File: src/rtl/dsp_result_capture.sv
// dsp_result_capture: samples the DSP multiplier Z result a fixed number of
// cycles after each strobe, folds it into a MISR signature, queues it in a
// small FIFO and serialises queued words LSB-first as 5 bytes over a
// valid/ready stream.
module dsp_result_capture #(
  parameter int unsigned LATENCY = 1,
  parameter int unsigned DEPTH   = 16,
  parameter logic [35:0] POLY    = 36'h8_0000_0057
) (
  input  logic                       clk,
  input  logic                       rst,
  input  logic                       strobe,
  input  logic [35:0]                z,
  input  logic                       clear,
  output logic [7:0]                 out_data,
  output logic                       out_valid,
  input  logic                       out_ready,
  output logic [$clog2(DEPTH):0]     fifo_level,
  output logic                       overflow,
  output logic [35:0]                signature,
  output logic [15:0]                word_count
);

  localparam int unsigned AW = $clog2(DEPTH);
  localparam int unsigned LW = AW + 1;

  typedef enum logic [0:0] {IDLE, SEND} state_t;

  logic cap_en;

  // ---------------------------------------------------------------------------
  // Strobe delay line: cap_en marks the cycle in which z is valid.
  // ---------------------------------------------------------------------------
  if (LATENCY == 0) begin : g_no_delay
    assign cap_en = strobe;
  end else begin : g_delay
    logic [LATENCY-1:0] dly_q, dly_d;

    // Shift strobe in at bit 0; clear flushes any strobes in flight.
    always_comb begin
      dly_d    = '0;
      dly_d[0] = strobe;
      for (int unsigned i = 1; i < LATENCY; i++) dly_d[i] = dly_q[i-1];
      if (clear) dly_d = '0;
    end

    // Delay line register.
    always_ff @(posedge clk or posedge rst) begin
      if (rst) dly_q <= '0;
      else     dly_q <= dly_d;
    end

    assign cap_en = dly_q[LATENCY-1];
  end

  // ---------------------------------------------------------------------------
  // FIFO, flags and signature
  // ---------------------------------------------------------------------------
  logic [35:0]   mem_q [DEPTH];
  logic [LW-1:0] wr_ptr_q, wr_ptr_d, rd_ptr_q, rd_ptr_d;
  logic          ovf_q, ovf_d;
  logic [35:0]   sig_q, sig_d;
  logic [15:0]   wc_q, wc_d;
  logic          full, empty, push, pop;

  // full/empty come from registered pointers only, so a same-cycle pop never
  // frees a slot for a write into a full FIFO.
  assign fifo_level = wr_ptr_q - rd_ptr_q;
  assign full       = (fifo_level == LW'(DEPTH));
  assign empty      = (fifo_level == '0);
  assign push       = cap_en && !full && !clear;

  // Pointer, flag, counter and MISR next-state.
  always_comb begin
    wr_ptr_d = wr_ptr_q + (push ? LW'(1) : LW'(0));
    rd_ptr_d = rd_ptr_q + (pop  ? LW'(1) : LW'(0));
    ovf_d    = ovf_q | (cap_en && full);
    wc_d     = wc_q + (push ? 16'd1 : 16'd0);
    sig_d    = sig_q;
    if (cap_en)
      sig_d = {sig_q[34:0], 1'b0} ^ (sig_q[35] ? POLY : '0) ^ z;
    if (clear) begin
      wr_ptr_d = '0;
      rd_ptr_d = '0;
      ovf_d    = 1'b0;
      wc_d     = '0;
      sig_d    = '0;
    end
  end

  // Pointer, flag, counter and MISR registers.
  always_ff @(posedge clk or posedge rst) begin
    if (rst) begin
      wr_ptr_q <= '0;
      rd_ptr_q <= '0;
      ovf_q    <= 1'b0;
      wc_q     <= '0;
      sig_q    <= '0;
    end else begin
      wr_ptr_q <= wr_ptr_d;
      rd_ptr_q <= rd_ptr_d;
      ovf_q    <= ovf_d;
      wc_q     <= wc_d;
      sig_q    <= sig_d;
    end
  end

  // FIFO storage write port.
  always_ff @(posedge clk) begin
    if (push) mem_q[wr_ptr_q[AW-1:0]] <= z;
  end

  assign overflow   = ovf_q;
  assign signature  = sig_q;
  assign word_count = wc_q;

  // ---------------------------------------------------------------------------
  // Serialiser
  // ---------------------------------------------------------------------------
  state_t      state_q, state_d;
  logic [39:0] shreg_q, shreg_d;
  logic [2:0]  idx_q, idx_d;

  // Next-state: load from FIFO head when idle, or back-to-back after the
  // last byte of a word so there is no bubble between words.
  always_comb begin
    state_d = state_q;
    shreg_d = shreg_q;
    idx_d   = idx_q;
    pop     = 1'b0;
    if (clear) begin
      state_d = IDLE;
      shreg_d = '0;
      idx_d   = '0;
    end else begin
      case (state_q)
        IDLE: begin
          if (!empty) begin
            pop     = 1'b1;
            shreg_d = {4'h0, mem_q[rd_ptr_q[AW-1:0]]};
            idx_d   = '0;
            state_d = SEND;
          end
        end
        SEND: begin
          if (out_ready) begin
            if (idx_q == 3'd4) begin
              if (!empty) begin
                pop     = 1'b1;
                shreg_d = {4'h0, mem_q[rd_ptr_q[AW-1:0]]};
                idx_d   = '0;
              end else begin
                shreg_d = '0;
                idx_d   = '0;
                state_d = IDLE;
              end
            end else begin
              shreg_d = shreg_q >> 8;
              idx_d   = idx_q + 3'd1;
            end
          end
        end
        default: state_d = IDLE;
      endcase
    end
  end

  // Serialiser state register.
  always_ff @(posedge clk or posedge rst) begin
    if (rst) begin
      state_q <= IDLE;
      shreg_q <= '0;
      idx_q   <= '0;
    end else begin
      state_q <= state_d;
      shreg_q <= shreg_d;
      idx_q   <= idx_d;
    end
  end

  assign out_valid = (state_q == SEND);
  assign out_data  = shreg_q[7:0];

endmodule

File: config.mk
export PLATFORM = sky130hd
export DESIGN_NAME = dsp_result_capture
export DESIGN_NICKNAME = d
export VERILOG_FILES = /design/src/rtl/dsp_result_capture.sv
export SDC_FILE = /design/constraint.sdc
export NUM_CORES = 1
export LEC_CHECK = 0
export CORE_UTILIZATION = 64
export CTS_CLUSTER_DIAMETER = 50
export DETAILED_ROUTE_END_ITERATION = 12
export PLACE_DENSITY = 0.83
export SETUP_SLACK_MARGIN = 0.15
export SLEW_MARGIN = 20
export SYNTH_ARGS = -nofsm -noshare
export SYNTH_HDL_FRONTEND = slang
export SYNTH_SLANG_ARGS = --single-unit
File: constraint.sdc
create_clock -name clk -period 14.05 [get_ports clk]
set_input_delay 2.81 -clock clk [delete_from_list [all_inputs] [get_ports clk]]
set_output_delay 2.81 -clock clk [all_outputs]
set_load 0.02 [all_outputs]
==> flow_metrics.env <==
export IMPL_leakage_nw=10.3
export IMPL_critPathLaunchType="flip-flop"
export IMPL_timing_setup_tns_ns=0
export IMPL_die_h_um=206
export IMPL_grt_pass1_wl_um=93000
export IMPL_avgViaCountPerCell=6.80
export IMPL_most_common_layout_cells="edfxtp_1 (576), mux4_2 (152), clkdlybuf4s50_1 (106)"
export IMPL_ys_top_cells_by_area="edfxtp_1 (65%), mux4_2 (13%), dfrtp_1 (9.7%)"
export IMPL_clkTransAtPathRegs_ns=0.06
export IMPL_yosys_area_top_type_share_pct=64.8
export IMPL_synthFlopType="edfxtp_1"
export IMPL_crit_fanout=27
export IMPL_track_usage_pct=31.0
export IMPL_cp_cell_sequence="ha_1 > inv_1 > fa_1 > nand3_1 > a21oi_1 > or2_2 > inv_1 > clkdlybuf4s50_1"
export IMPL_clock_latency_ns=0.60
export IMPL_cts_resized=0
export IMPL_grt_overflow_total=0
export IMPL_worst_path_most_repeated_cell="inv_1"
export IMPL_violations="DRC"
export IMPL_setup_viol=0
export IMPL_drt_first_pass_iters=10
export IMPL_grt_pass1_vias=14614
export IMPL_finalHoldViolations=0
export IMPL_tritoncts="built"
export IMPL_ys_types=45
export IMPL_min_path_cells=1
export IMPL_min_period_over_period_pct=44.2
export IMPL_whs_endpoint="shreg_q[34]$_DFFE_PP0P_"
export IMPL_yosys_warnings=0
export IMPL_rrSetupSlack_ns=9.88
export IMPL_vias=14027
export IMPL_outcome="finished, violations left"
export IMPL_netSwitchingFraction_pct=26.2
export IMPL_hpwl_um=32400
export IMPL_mappedNetlistNets=1398
export IMPL_cp_end_kind="output pin"
export IMPL_r2r_start="rd_ptr_q[1]$_DFF_PP0_"
export IMPL_path_class="flip-flop to output pin"
export IMPL_fin_skew_ns=0.0230
export IMPL_drc=10
export IMPL_synthCells=1344
export IMPL_area_growth_pct=14.9
export IMPL_cp_arrival_ns=3.40
export IMPL_path_buf_inv=3
export IMPL_maxCapViolations=0
export IMPL_power_density_mw_per_mm2=166
export IMPL_die_area_mm2=0.0425
export IMPL_sequentialPowerShare_pct=46.5
export IMPL_yosysTopAreaCell="edfxtp_1"
export IMPL_clockRootBuffer="clkbuf_16"
export IMPL_gp_congestion=0.827
export IMPL_clockPowerShare_pct=35.4
export IMPL_final_max_slew_viol_count=0
export IMPL_cts_buffers=69
export IMPL_hold_buffers=0
export IMPL_grt_max_degree=69
export IMPL_netlist_area_mm2=0.0267
export IMPL_ys_seq_area_share_pct=74.5
export IMPL_rows=74
export IMPL_fmax_mhz=161
export IMPL_synth_edff_count=576
export IMPL_rr_endpoint="mem_q[10][14]$_DFFE_PP_"
export IMPL_portBuffers=107
export IMPL_htree_levels=3
export IMPL_coreArea_mm2=0.0410
export IMPL_p_int_mw=3.75
export IMPL_avgSynthCellArea_um2=19.9
export IMPL_first_iter_violations=1703
export IMPL_ys_ff_latch=680
export IMPL_die_width_um=206
export IMPL_pwr_share_comb_pct=18.1
export IMPL_antenna_cells=0
export IMPL_antenna_found_initial=1
export IMPL_initial_core_util_pct=65.1
export IMPL_ant_nets=0
export IMPL_max_stage_delay_ns=0.78
export IMPL_cpLargestDelayFamily="flip-flops"
export IMPL_cts_path_max_buffers=3
export IMPL_avgRoutedWirePerCell_um=30.5
export IMPL_fin_crit_ns=6.21
export IMPL_synthArstFlopShare_pct=15.3
export IMPL_fin_nets=1527
export IMPL_clock_sinks=680
export IMPL_mostFrequentLayoutCell="edfxtp_1"
export IMPL_power_net_switching_mw=1.33
export IMPL_wl_um=62900
export IMPL_post_cts_buffers=0
export IMPL_tightest_slew_ns=1.03
export IMPL_reg2reg_depth=9
export IMPL_max_slew_margin_pct=31.2
export IMPL_hp_class="flip-flop to flip-flop"
export IMPL_cp_slowest_cell="dfrtp_4"
export IMPL_peakVddDrop_v=0.000103
export IMPL_ios=108
export IMPL_whs_ns=0.504
export IMPL_worstPathRequired_ns=11.24
export IMPL_rsz0062_at_grt="no"
export IMPL_min_delay_start="shreg_q[34]$_DFFE_PP0P_"
export IMPL_layout_drive_gt1_share_pct=21.1
==> power groups by stage <==
| stage | Clock [mW] | Sequential (mW) | Combinational (mW) |
|---|---|---|---|
| after global placement | 0 | 2.39 | 0.880 |
| after CTS | 1.81 | 2.36 | 0.926 |
| after detailed placement | 0 | 2.40 | 0.910 |
| after global routing | 1.89 | 2.37 | 0.979 |
| after floorplan | 0 | 2.35 | 0.686 |
| final | 1.80 | 2.36 | 0.921 |
==> cell families (layout without fill, tap and decap cells) <==
logic type | Yosys count | after routing | share of synthesized area, %
AND/OR/NAND/NOR | 158 | 158 | 2.98
buffers and inverters | 104 | 290 | 1.76
flip-flops | 680 | 680 | 74.5
XOR/XNOR | 63 | 63 | 2.07
adder cells (fa/ha/maj) | 13 | 13 | 0.637
AO/OA/AOI/OAI | 141 | 141 | 3.98
multiplexers | 185 | 185 | 14.1
==> cells in the mapped netlist, drive strengths merged (9+ instances only) <==
cell type and instances:
edfxtp 576, mux4 152, inv 15, ha 12
a221o 28, xnor2 46, nand3 10, clkbuf 46
dfrtp 104, a211oi 32, mux2i 32, nand2 13
a21oi 9, nor2 61, o21ai 29, xor2 17
and3 32, buf 43, a22oi 28
==> flip-flops by register name, indices dropped and copies added, names as in the netlist <==
name	cells
word_count	16
overflow	1
idx_q	3
mem_q	576
shreg_q	36
signature	36
out_valid	1
cap_en	1
wr_ptr_q	5
rd_ptr_q	5
==> routing by layer <==
layer | vias up | GRT usage, % | wire [µm]
li1 | 5730 | - | -
met1 | 7221 | 41.0 | 22600
met2 | 910 | 51.5 | 32200
met3 | 164 | 5.55 | 5730
met4 | 2 | 13.0 | 2370
met5 | - | 0 | 13
==> per-stage QoR <==
stage	cells	instance area [µm²]	total power [mW]	worst slack, ns	util [%]
6_report	2062	30700	5.08	7.84	74.8
5_1_grt	2062	30700	5.23	7.67	74.8
4_1_cts	2062	30700	5.10	7.78	74.8
3_5_place_dp	1934	28500	3.31	8.41	69.4
3_3_place_gp	1934	28500	3.27	8.51	69.4
2_1_floorplan	1344	26700	3.04	6.49	-
==> area by class of cell <==
type                    instances  area, µm²
clock buffers                 102       1970
clock inverters                26        244
fillers                      2154      10300
inverters                      15       58.8
multi-input cells             560       6470
flip-flops and latches        680      19900
well taps                     532        666
repair buffers                147       1370
==> how the worst max path moves through the flow <==
stage	cells after the start	startpoint	endpoint	slack, ns
after floorplan	4	clear	mem_q[0][0]$_DFFE_PP_	6.49
after global placement	8	rd_ptr_q[0]$_DFF_PP0_	fifo_level[4]	8.51
after detailed placement	6	clear	mem_q[10][13]$_DFFE_PP_	8.41
after CTS	8	rd_ptr_q[0]$_DFF_PP0_	fifo_level[4]	7.78
after global routing	8	rd_ptr_q[0]$_DFF_PP0_	fifo_level[4]	7.67
final	8	rd_ptr_q[0]$_DFF_PP0_	fifo_level[4]	7.84
Note: power is estimated with default switching activity, not from simulation.
